## src/rtl/fp_unpack_norm.sv

```systemverilog
// -----------------------------------------------------------------------------
// fp_pkg / fp_unpack_norm
//
// Operand front-end for the FP datapath. Takes a packed IEEE operand, classifies
// it, and emits sign, signed biased exponent and significand with explicit
// hidden bit. Subnormals are normalized so that mant_o[MANT_WIDTH] is always the
// leading one for non-zero finite operands.
//
// Build option:
//   FP_UNPACK_FAST_LZC_EN  defined   -> subnormals normalized in the accept cycle
//                                       (full LZC + barrel shift), latency 1.
//                          undefined -> iterative NORM state, up to SHIFT_STEP
//                                       bits per cycle.
//   Output values are identical in both builds; only timing differs.
//
// Ports:
//   clk_i, rst_i              clock, synchronous active-high reset
//   in_valid_i / in_ready_o   operand handshake
//   op_i                      packed operand {sign, exp, mant}
//   out_valid_o / out_ready_i result handshake
//   sign_o                    operand sign
//   exp_o                     signed biased exponent, EXP_WIDTH+2 bits
//   mant_o                    significand, bit MANT_WIDTH = hidden/leading one
//   lz_o                      normalization shift applied (0 unless subnormal)
//   is_zero_o .. is_snan_o    one-hot class flags, all zero for normals
// -----------------------------------------------------------------------------

package fp_pkg;

    typedef enum logic [1:0] {
        FP32 = 2'd0,
        FP64 = 2'd1,
        FP16 = 2'd2,
        BF16 = 2'd3
    } fp_format_e;

    function automatic int unsigned exp_bits(fp_format_e fmt);
        case (fmt)
            FP64:    return 11;
            FP16:    return 5;
            BF16:    return 8;
            default: return 8;
        endcase
    endfunction

    function automatic int unsigned man_bits(fp_format_e fmt);
        case (fmt)
            FP64:    return 52;
            FP16:    return 10;
            BF16:    return 7;
            default: return 23;
        endcase
    endfunction

    function automatic int unsigned fp_width(fp_format_e fmt);
        return 1 + exp_bits(fmt) + man_bits(fmt);
    endfunction

endpackage

module fp_unpack_norm #(
    parameter fp_pkg::fp_format_e FP_FORMAT  = fp_pkg::FP32,
    parameter int unsigned        SHIFT_STEP = 4,
    localparam int unsigned EXP_WIDTH  = fp_pkg::exp_bits(FP_FORMAT),
    localparam int unsigned MANT_WIDTH = fp_pkg::man_bits(FP_FORMAT),
    localparam int unsigned FP_WIDTH   = fp_pkg::fp_width(FP_FORMAT),
    localparam int unsigned LZ_WIDTH   = $clog2(MANT_WIDTH + 1)
) (
    input  logic                  clk_i,
    input  logic                  rst_i,
    input  logic                  in_valid_i,
    output logic                  in_ready_o,
    input  logic [FP_WIDTH-1:0]   op_i,
    output logic                  out_valid_o,
    input  logic                  out_ready_i,
    output logic                  sign_o,
    output logic [EXP_WIDTH+1:0]  exp_o,
    output logic [MANT_WIDTH:0]   mant_o,
    output logic [LZ_WIDTH-1:0]   lz_o,
    output logic                  is_zero_o,
    output logic                  is_sub_o,
    output logic                  is_inf_o,
    output logic                  is_qnan_o,
    output logic                  is_snan_o
);

    localparam int unsigned EW = EXP_WIDTH + 2;

`ifdef FP_UNPACK_FAST_LZC_EN
    typedef enum logic [1:0] {IDLE, HOLD} state_e;
`else
    typedef enum logic [1:0] {IDLE, NORM, HOLD} state_e;
`endif

    state_e                state_q;
    logic                  sign_q;
    logic [EW-1:0]         exp_q;
    logic [MANT_WIDTH:0]   mant_q;
    logic [LZ_WIDTH-1:0]   lz_q;
    logic                  zero_q, sub_q, inf_q, qnan_q, snan_q;

    logic                  accept;

    // operand field decode
    logic                  op_sign;
    logic [EXP_WIDTH-1:0]  op_exp;
    logic [MANT_WIDTH-1:0] op_mant;
    logic                  exp_ones, exp_zero, mant_zero;

    // values loaded on accept
    state_e                ld_state;
    logic [EW-1:0]         ld_exp;
    logic [MANT_WIDTH:0]   ld_mant;
    logic [LZ_WIDTH-1:0]   ld_lz;
    logic                  ld_zero, ld_sub, ld_inf, ld_qnan, ld_snan;

    assign in_ready_o  = (state_q == IDLE) || ((state_q == HOLD) && out_ready_i);
    assign accept      = in_valid_i && in_ready_o;
    assign out_valid_o = (state_q == HOLD);

    assign sign_o    = sign_q;
    assign exp_o     = exp_q;
    assign mant_o    = mant_q;
    assign lz_o      = lz_q;
    assign is_zero_o = zero_q;
    assign is_sub_o  = sub_q;
    assign is_inf_o  = inf_q;
    assign is_qnan_o = qnan_q;
    assign is_snan_o = snan_q;

    assign op_sign   = op_i[FP_WIDTH-1];
    assign op_exp    = op_i[FP_WIDTH-2 -: EXP_WIDTH];
    assign op_mant   = op_i[MANT_WIDTH-1:0];
    assign exp_ones  = &op_exp;
    assign exp_zero  = ~|op_exp;
    assign mant_zero = ~|op_mant;

`ifdef FP_UNPACK_FAST_LZC_EN
    logic [LZ_WIDTH-1:0]   sub_lz;
    logic [MANT_WIDTH:0]   sub_mant;
    logic [EW-1:0]         sub_exp;

    // Leading-zero count of {0,m}: the highest set bit of m wins because the
    // scan runs upward and later hits overwrite earlier ones.
    always_comb begin
        sub_lz = '0;
        for (int unsigned i = 0; i < MANT_WIDTH; i++) begin
            if (op_mant[i]) sub_lz = LZ_WIDTH'(MANT_WIDTH - i);
        end
        sub_mant = {1'b0, op_mant} << sub_lz;
        sub_exp  = EW'(1) - EW'(sub_lz);
    end
`else
    logic [LZ_WIDTH-1:0]   step_k;
    logic [MANT_WIDTH:0]   step_mant;
    logic                  step_found;

    // Leading zeros within the top SHIFT_STEP bits of the working significand.
    // An all-zero window shifts the full step; the leading one lies below the
    // window, so the shift can never overshoot it.
    always_comb begin
        step_k     = LZ_WIDTH'(SHIFT_STEP);
        step_found = 1'b0;
        for (int unsigned i = 0; i < SHIFT_STEP; i++) begin
            if (!step_found && mant_q[MANT_WIDTH - i]) begin
                step_k     = LZ_WIDTH'(i);
                step_found = 1'b1;
            end
        end
        step_mant = mant_q << step_k;
    end
`endif

    always_comb begin
        ld_state = HOLD;
        ld_exp   = '0;
        ld_mant  = '0;
        ld_lz    = '0;
        ld_zero  = 1'b0;
        ld_sub   = 1'b0;
        ld_inf   = 1'b0;
        ld_qnan  = 1'b0;
        ld_snan  = 1'b0;
        if (exp_ones) begin
            ld_exp  = {2'b00, op_exp};
            ld_mant = {1'b0, op_mant};
            ld_inf  = mant_zero;
            ld_qnan = op_mant[MANT_WIDTH-1];
            ld_snan = !mant_zero && !op_mant[MANT_WIDTH-1];
        end else if (exp_zero && mant_zero) begin
            ld_zero = 1'b1;
        end else if (exp_zero) begin
            ld_sub = 1'b1;
`ifdef FP_UNPACK_FAST_LZC_EN
            ld_exp  = sub_exp;
            ld_mant = sub_mant;
            ld_lz   = sub_lz;
`else
            // Subnormals carry exponent 1; NORM walks it down as it shifts.
            ld_state = NORM;
            ld_exp   = EW'(1);
            ld_mant  = {1'b0, op_mant};
`endif
        end else begin
            ld_exp  = {2'b00, op_exp};
            ld_mant = {1'b1, op_mant};
        end
    end

    // The output registers double as the NORM working registers; they are
    // only observable once the state reaches HOLD.
    always_ff @(posedge clk_i) begin
        if (rst_i) begin
            state_q <= IDLE;
            sign_q  <= 1'b0;
            exp_q   <= '0;
            mant_q  <= '0;
            lz_q    <= '0;
            zero_q  <= 1'b0;
            sub_q   <= 1'b0;
            inf_q   <= 1'b0;
            qnan_q  <= 1'b0;
            snan_q  <= 1'b0;
        end else begin
            case (state_q)
                IDLE, HOLD: begin
                    if (accept) begin
                        state_q <= ld_state;
                        sign_q  <= op_sign;
                        exp_q   <= ld_exp;
                        mant_q  <= ld_mant;
                        lz_q    <= ld_lz;
                        zero_q  <= ld_zero;
                        sub_q   <= ld_sub;
                        inf_q   <= ld_inf;
                        qnan_q  <= ld_qnan;
                        snan_q  <= ld_snan;
                    end else if ((state_q == HOLD) && out_ready_i) begin
                        state_q <= IDLE;
                    end
                end
`ifndef FP_UNPACK_FAST_LZC_EN
                NORM: begin
                    mant_q <= step_mant;
                    exp_q  <= exp_q - EW'(step_k);
                    lz_q   <= lz_q + step_k;
                    if (step_mant[MANT_WIDTH]) state_q <= HOLD;
                end
`endif
                default: state_q <= IDLE;
            endcase
        end
    end

endmodule

```

## config.mk

```make
export PLATFORM = sky130hd
export DESIGN_NAME = fp_unpack_norm
export DESIGN_NICKNAME = d
export VERILOG_FILES = /design/src/rtl/fp_unpack_norm.sv
export SDC_FILE = /design/constraint.sdc
export NUM_CORES = 1
export LEC_CHECK = 0
export BUFFER_PORTS_ARGS = -buffer_cell sky130_fd_sc_hd__buf_2
export CELL_PAD_IN_SITES_DETAIL_PLACEMENT = 1
export CELL_PAD_IN_SITES_GLOBAL_PLACEMENT = 2
export CORE_UTILIZATION = 30
export CTS_CLUSTER_DIAMETER = 80
export DETAILED_ROUTE_END_ITERATION = 16
export GPL_TIMING_DRIVEN = 1
export PLACE_DENSITY_LB_ADDON = 0.1
export SYNTH_ARGS = -nofsm -noshare
export SYNTH_HDL_FRONTEND = slang
export SYNTH_SLANG_ARGS = --single-unit
```

## constraint.sdc

```tcl
create_clock -name clk_i -period 6.4 [get_ports clk_i]
set_clock_uncertainty 0.1 [all_clocks]
set_input_delay 0 -clock clk_i [delete_from_list [all_inputs] [get_ports clk_i]]
set_output_delay 0 -clock clk_i [all_outputs]
set_load 0.05 [all_outputs]
```

==> metrics, run 1 <==
Peak VDD IR ~130 uV; Tmin final roughly 3.0 ns; Post-Syn Area per Cell 7.67 um2; Worst-Margin Slew between 1 and 1.5 ns; critical path required time between 6 and 7 ns; layout cell share with drive strength beyond 1 0.227; Rows 37; Antenna Cells 0; Num CTS Buffers 5; Core Util, Final 0.383; die height between 100 and 150 um; Hold Violations, Final 0; H-tree depth 2; number of DRC markers in iteration 0 170; worst-path fanout max 16; CTS sink cnt 47; critical path's top delay family compound AO/OA/AOI/OAI gates; Register-to-Register Path Depth 9; worst hold slack around 0.018 ns; r2r startpoint mant_o[21]$_SDFFE_PP0P_; RSZ-0062 raised after global routing false; WP data arrival 3.17 ns; cell depth of the worst hold path 6; drt first pass iters 4; Worst Path Buf+Inv 1; Slew Viols, Final 0; asr flop ratio synth 0; worst min-delay path startpoint op_i[21]; worst setup path startpoint mant_o[21]$_SDFFE_PP0P_; Seq/Total Area, Yosys 0.286; post-synth cell types 62; port bufs 82; number of global-route vias before repair between 3000 and 4000; R2R Setup Slk 3.35 ns; Initial Util 0.314; EDFF count, synth 0; clock buffer depth 2; Hold EP is_zero_o$_SDFFE_PP0P_; Worst path most repeated cell ha_1; worst reg2reg endpoint lz_o[4]$_SDFFE_PP0P_; first-pass GRT wire length 20700 um; die width between 100 and 150 um; final estimated routing congestion in global placement 0.826; antenna violations before repair 0; HPWL after DPL between 9000 and 10000 um; Rel. slew slack 0.219; gr usage total 0.239; Clk Tree Root Cell clkbuf_8; flip-flop and latch count after synthesis 47; maxcap violations 0; worst path cell trace nor2b_4 > o21ai_4 > inv_2 > ha_1 > ha_1 > a31oi_1 > nor2b_1 > o211ai_1 > mux2_2; setup tns final 0 ns; Final Setup Violations 0; nets ~550; hold crit path type in2reg; Vias per Instance between 5 and 6; Die ar. ~11000 um2; Residual DRC 0; Core Region 10500 um2; Boundary Pins 83; DRT antenna net count 0; status finished clean; Area growth, synth to finish 22.1%; Crit-path slowest cell dfxtp_1; YS warnings 0; average wire per standard cell ~20 um; slowest stage delay, CP ~0.67 ns; total gr overflow 0; Power Density 200 nW/um2; largest net degree at the start of global routing 51; Leakage approximately 1.7 nW; crit share post-route 0.476; CTS tree yes; clock latency at the later pin of the worst-skew pair between 0.3 and 0.4 ns; CP Capture Type flop; Mapped Nets 470; mapped cell area 3280 um2; Main synth FF type dfxtp_1; vias after detailed routing between 3000 and 4000; clock-pin slew of the registers on the worst-case setup and hold paths ~0.11 ns; Syn Inst Count around 430; Setup crit start kind flop; final wirelength approximately 13000 um; postcts setup bufs 0; Crit Path Class reg2reg; fmax around 330 MHz
power by group:
part / internal [mW] / switching [mW]
combinational: 0.0827 / 0.170
sequential: 0.309 / 0.0324
clock: 0.0808 / 0.129
placed cells by master, fill, tap and decap left out, drive strengths merged, types with 8 or more instances in the layout:
cell type	instances
a311oi	8
nand2	28
o21ai	16
o211ai	15
nand3	13
nor2b	10
a21oi	44
nor2	50
inv	27
buf	87
nor4	10
nand2b	8
dlygate4sd3	16
mux2	10
dfxtp	47
nand4	10
a221oi	8
a211oi	18
worst max path at each step:
stage / endpoint / depth (start not counted)
final: lz_o[4]$_SDFFE_PP0P_ / 9
after global routing: lz_o[4]$_SDFFE_PP0P_ / 9
after CTS: lz_o[4]$_SDFFE_PP0P_ / 9
after detailed placement: lz_o[4]$_SDFFE_PP0P_ / 9
after global placement: state_q[1]$_SDFFE_PP0P_ / 6
after floorplan: exp_o[6]$_SDFFE_PP0P_ / 12
routing by layer:
layer	vias up	GRT usage	share of wire
li1	1771	-	-
met1	1810	0.297	0.44
met2	86	0.418	0.50
met3	17	0.0310	0.037
met4	0	0.0930	0.025
met5	-	0	0
synth_stat cells (all sizes together) (9+ instances only):
library cell	n	area, um2
dfxtp	47	941
o21ai	16	91.3
nand3	13	65.1
nor2	50	193
mux2	10	120
nor2b	10	70.1
nand4	10	62.6
buf	9	73.8
inv	25	93.8
a211oi	18	135
a21oi	44	220
o211ai	15	113
clkbuf	20	75.1
nand2	28	105
nor4	10	62.6
tightest hold or removal path: stages:
cell     delay, ns
buf_2         0.09
nor4_1        0.04
nand4_1       0.10
nor4_1        0.06
a21oi_1       0.11
nor2_1        0.04
flip-flops by register name (all words and copies together), names as in the netlist, 2 cells and up:
signal   count
exp_o       10
lz_o         5
mant_o      24
state_q      2
timing repair:
action,4_1_cts,5_1_grt
hold buffers,16,0
hold endpoints to repair,18,0
gates resized for setup,0,0
cell type report:
class	instances	area, um2
Clock buffer	5	68.8
Clock inverter	3	26.3
Fill cell	1337	6450
Inverter	25	93.8
Multi-Input combinational cell	327	2100
Sequential cell	47	941
Tap cell	136	170
Timing Repair Buffer	103	608
cells by family (layout without fill, tap and decap cells):
group	count (synthesis)	in the layout	share of synthesized area
fa+ha+maj	6	6	0.0229
xor+xnor	2	2	0.00533
buf+inv	54	136	0.0739
flops	47	47	0.286
compound gates	150	150	0.318
mux	16	16	0.0598
simple gates	153	153	0.233
stage by stage:
| stage | cells | total power [mW] | worst slack [ns] | cell area (um2) |
|---|---|---|---|---|
| 2_1_floorplan | 428 | 0.516 | 3.70 | 3280 |
| 3_3_place_gp | 622 | 0.592 | 3.45 | 3750 |
| 3_5_place_dp | 622 | 0.594 | 3.39 | 3750 |
| 4_1_cts | 646 | 0.815 | 3.37 | 4010 |
| 6_report | 646 | 0.803 | 3.35 | 4010 |
| 5_1_grt | 646 | 0.847 | 3.18 | 4010 |
Power figures use the tool's default switching activity.
==> run 2, diff against run 1 <==
clock period = 3.15 ns   (was 6.4 ns; I/O delays follow)
==> run 2 against run 1 <==
  * Cell count increased by 0.93%
  * Clock power increased by 140%
  * Critical endpoint is now exp_o[6]$_SDFFE_PP0P_
  * Cell area increased by 1.4%
  * Largest power group unchanged
  * Critical path type unchanged
  * Combinational power increased by 110%
  * Utilization increased by 0.55 points
  * Sequential power increased by 99%
  * Critical path depth unchanged
  * Sequential share of layout area decreased by 0.33 points
  * Worst hold slack got worse by 0.0059 ns
==> metrics, run 2 (synthesized netlist as in run 1, its figures left out) <==
status finished clean; CP Capture Type flop; die height about 110 um; placed insts 632; leading cell type in the layout, fill and taps excluded buf_2; fmax 372 MHz; clock-pin slew of the registers on the worst-case setup and hold paths approximately 0.11 ns; Core Region between 10000 and 15000 um2; Residual DRC 0; drt first pass iters 5; Tmin final ~2.7 ns; number of global-route vias before repair between 3000 and 4000; largest net degree at the start of global routing 29; Storage cell area roughly 940 um2; Num CTS Buffers 5; most crowded layer after global routing met2; clock latency at the later pin of the worst-skew pair roughly 0.32 ns; number of fill cells about 1300; Final Setup Violations 0; Hold Violations, Final 0; setup tns final 0 ns; worst-path fanout max 12; WP data arrival 2.78 ns; Rows 37; Leakage roughly 1.7 nW; HPWL after DPL between 9000 and 10000 um; most frequent cells in the layout buf_2 (82), nor2_1 (48), dfxtp_1 (47); met1 usage 0.294; Setup crit start kind flop; Antenna Cells 0; antenna violations before repair 0; hold crit path type in2reg; number of DRC markers in iteration 0 about 150; Worst-Margin Slew 0.789 ns; Clk Tree Root Cell clkbuf_8; M3 GR Usage 0.0249; H-tree depth 2; hold_buf cts 12; final wirelength approximately 13000 um; Area growth, synth to finish 23.8%; layout cell share with drive strength beyond 1 0.244; CTS sink cnt 47; postcts setup bufs 0; Boundary Pins 83; multi-input logic area approximately 2100 um2; clock buffer depth 2; maxcap violations 0; Crit Path Class reg2reg; first-pass GRT wire length 20100 um; CTS tree yes; die width 107 um; met2 GRT Util 0.393; Vias per Instance between 5 and 6; critical path required time roughly 3.3 ns; average wire per standard cell approximately 20 um; port bufs 82; cts repair resizes 0; nets roughly 560; Die ar. 11400 um2; Rel. slew slack 0.474; total gr overflow 0; Initial Util 0.314; gr usage total 0.227; Power Density about 420 nW/um2; Slew Viols, Final 0; Peak VDD IR approximately 190 uV; crit share post-route 0.853; max reg flops 24; final std cells w/o fill roughly 650; final estimated routing congestion in global placement around 0.85; DRT antenna net count 0; vias after detailed routing 3684; RSZ-0062 raised after global routing false
## run 2: cell count changes in the layout (fill, tap and decap cells not counted), sizes merged
cell / change
buf: +10
inv: -2
dlygate4sd3: -4
bufinv: +1
clkbuf: +1
## run 2: final cells by class
cell class / instances / area share
timing repair buffer: 109 / 0.158
multi-input combinational: 327 / 0.517
tap: 136 / 0.0418
clock inverter: 2 / 0.00862
inverter: 25 / 0.0231
sequential: 47 / 0.231
clock buffer: 6 / 0.0203
## run 2: power by group
group	total (mW)	switching, mW	internal [mW]
Combinational	0.532	0.358	0.174
Sequential	0.680	0.0532	0.627
Clock	0.494	0.236	0.258
## run 2: per-stage QoR
step	instance area (um2)	util	setup slack [ns]	power, mW	hold slack [ns]
floorplan	3280	-	0.451	1.05	0.0360
global placement	3830	0.366	0.574	1.21	0.144
detailed placement	3830	0.366	0.466	1.21	0.157
CTS	4070	0.389	0.445	1.72	0.0152
global route	4070	0.389	0.276	1.78	0.0379
finish	4070	0.389	0.463	1.71	0.0121
## run 2: metal layers
| metal | wire [um] | vias to the layer above |
|---|---|---|
| met5 | 0 | - |
| met1 | 5860 | 1804 |
| li1 | - | 1778 |
| met2 | 6410 | 86 |
| met4 | 235 | 0 |
| met3 | 403 | 16 |
## run 2: path summary, 6_finish.rpt
| path | startpoint | to | slack (ns) | cells after the start |
|---|---|---|---|---|
| max reg2reg | mant_o[20]$_SDFFE_PP0P_ | exp_o[6]$_SDFFE_PP0P_ | 0.46 | 9 |
| max | mant_o[20]$_SDFFE_PP0P_ | exp_o[6]$_SDFFE_PP0P_ | 0.46 | 9 |
| min reg2reg | is_snan_o$_SDFFE_PP0P_ | is_snan_o$_SDFFE_PP0P_ | 0.36 | 2 |
| min | op_i[1] | mant_o[1]$_SDFFE_PP0P_ | 0.01 | 3 |
## run 2: critical path, stage by stage (launching register included)
cell      delay [ns]
dfxtp_1         0.60
or2_1           0.31
nand2_1         0.28
nor2_1          0.17
nor2_1          0.06
ha_1            0.24
nand2_1         0.12
nand4b_1        0.13
and4b_1         0.21
or3_1           0.33
==> run 3, diff against run 2 <==
CORE_ASPECT_RATIO = 0.5   (was not set)
==> run 3 against run 2 <==
  * Worst hold slack lost 0.0061 ns
  * First-iteration DRC count increased by 68%
  * Largest cell class unchanged
  * Cell area rose by 3.0%
  * Die area rose by 0.22%
  * Sequential share of layout area fell by 0.68 points
  * Sequential power barely moved
  * Sequential cell count is the same
  * Routed wire length up 4.0%
  * Utilization grew 1.4 points
==> metrics, run 3 (synthesized netlist as in run 1, its figures left out) <==
status finished clean; Final Setup Violations 0; Vias per Instance roughly 5.7; Num CTS Buffers 5; DRT antenna net count 0; Boundary Pins 83; Initial Util 0.316; final estimated routing congestion in global placement 0.899; critical path's top delay family simple AND/OR/NAND/NOR gates; RSZ-0062 raised after global routing false; nets 567; Tmin final roughly 2.6 ns; H-tree depth 2; Setup crit start kind flop; Slew Viols, Final 0; port bufs between 80 and 90; Residual DRC 0; worst hold slack between 0.006 and 0.007 ns; layout cell share with drive strength beyond 1 0.249; Peak VDD IR ~190 uV; final std cells w/o fill between 600 and 700; CTS sink cnt 47; number of global-route vias before repair 3689; clock latency at the later pin of the worst-skew pair 0.30 ns; first-pass GRT wire length roughly 21000 um; maxcap violations 0; vias after detailed routing 3793; leading cell type in the layout, fill and taps excluded buf_2; Worst path most repeated cell ha_1; die height 76.0 um; Clk Tree Root Cell clkbuf_16; Hold Violations, Final 0; slowest stage delay, CP between 0.4 and 0.5 ns; Die ar. about 11000 um2; WP data arrival 2.66 ns; worst-path fanout max 7; most frequent cells in the layout buf_2 (82), nor2_1 (48), dfxtp_1 (47); Leakage 1.75 nW; worst path cell trace nor2b_4 > o21ai_4 > inv_2 > ha_1 > inv_1 > ha_1 > nand2_1 > nand4b_1 > and4b_1 > or3_1; fmax 389 MHz; final wirelength 13400 um; Worst Path Buf+Inv 2; clock buffer depth 2; clock-pin slew of the registers on the worst-case setup and hold paths ~0.07 ns; setup tns final 0 ns; largest net degree at the start of global routing 22; Core Region approximately 10000 um2; max reg flops 24; Rel. slew slack 0.408; Crit-path slowest cell dfxtp_1; crit share post-route 0.816; total gr overflow 0; CP Capture Type flop; critical path required time 3.24 ns; Area growth, synth to finish 27.6%; HPWL after DPL 9940 um; Crit Path Class reg2reg; Antenna Cells 0; antenna violations before repair 0; hold crit path type in2reg; Worst-Margin Slew between 0.8 and 0.9 ns; die width roughly 150 um; gr usage total 0.244; number of DRC markers in iteration 0 244; Rows 26; cts repair resizes 0; Power Density around 430 nW/um2; average wire per standard cell slightly above 20 um; drt first pass iters 5; CTS tree yes; placed insts 641
[run 3: cell types whose count changed in the layout (fill, tap and decap cells not counted), sizes merged]
cell,before,now
buf,97,102
clkinv,1,0
clkinvlp,0,2
bufinv,1,0
clkbuf,6,5
dlygate4sd3,12,17
inv,25,26
[run 3: what timing repair did]
action	CTS	global route
hold endpoints to repair	19	0
setup buffers	0	0
hold buffers	17	0
[run 3: path summary, 6_finish.rpt]
check        slack [ns]               startpoint                    end  depth (start not counted)
max                0.58  mant_o[20]$_SDFFE_PP0P_  exp_o[6]$_SDFFE_PP0P_                         10
min               0.006                 op_i[25]  exp_o[2]$_SDFFE_PP0P_                          4
max reg2reg        0.58  mant_o[20]$_SDFFE_PP0P_  exp_o[6]$_SDFFE_PP0P_                         10
min reg2reg        0.36      sign_o$_SDFFE_PP0P_    sign_o$_SDFFE_PP0P_                          2
[run 3: layout make-up]
class | count | area, um2
Multi-Input combinational cell | 327 | 2100
Timing Repair Buffer | 119 | 731
Tap cell | 140 | 175
Fill cell | 1362 | 6220
Clock buffer | 5 | 125
Sequential cell | 47 | 941
Inverter | 25 | 93.8
Clock inverter | 3 | 23.8
[run 3: tightest hold or removal path, cell delays in order]
cell	delay [ns]
buf_2	0.10
a22oi_1	0.08
o31ai_1	0.07
nor2b_1	0.12
[run 3: routing by layer]
| metal | share of wire | vias to the layer above | track usage | wire length (um) |
|---|---|---|---|---|
| met5 | 0 | - | 0 | 0 |
| met4 | 0.011 | 0 | 0.0505 | 142 |
| met3 | 0.052 | 14 | 0.0389 | 700 |
| met2 | 0.42 | 114 | 0.354 | 5670 |
| met1 | 0.52 | 1862 | 0.371 | 6920 |
| li1 | - | 1803 | - | - |
[run 3: power breakdown]
group          total [mW]  switching [mW]  leakage, nW  internal [mW]
combinational       0.549           0.367         1.30          0.183
clock               0.570           0.272       0.0664          0.298
sequential          0.680          0.0528        0.386          0.627
[run 3: per-stage QoR]
step	total power, mW	utilization	area (um2)	worst slack [ns]
after floorplan	1.05	-	3280	0.451
after global placement	1.22	0.372	3870	0.735
after detailed placement	1.22	0.372	3870	0.636
after CTS	1.82	0.403	4190	0.604
after global routing	1.89	0.403	4190	0.421
final	1.80	0.403	4190	0.580
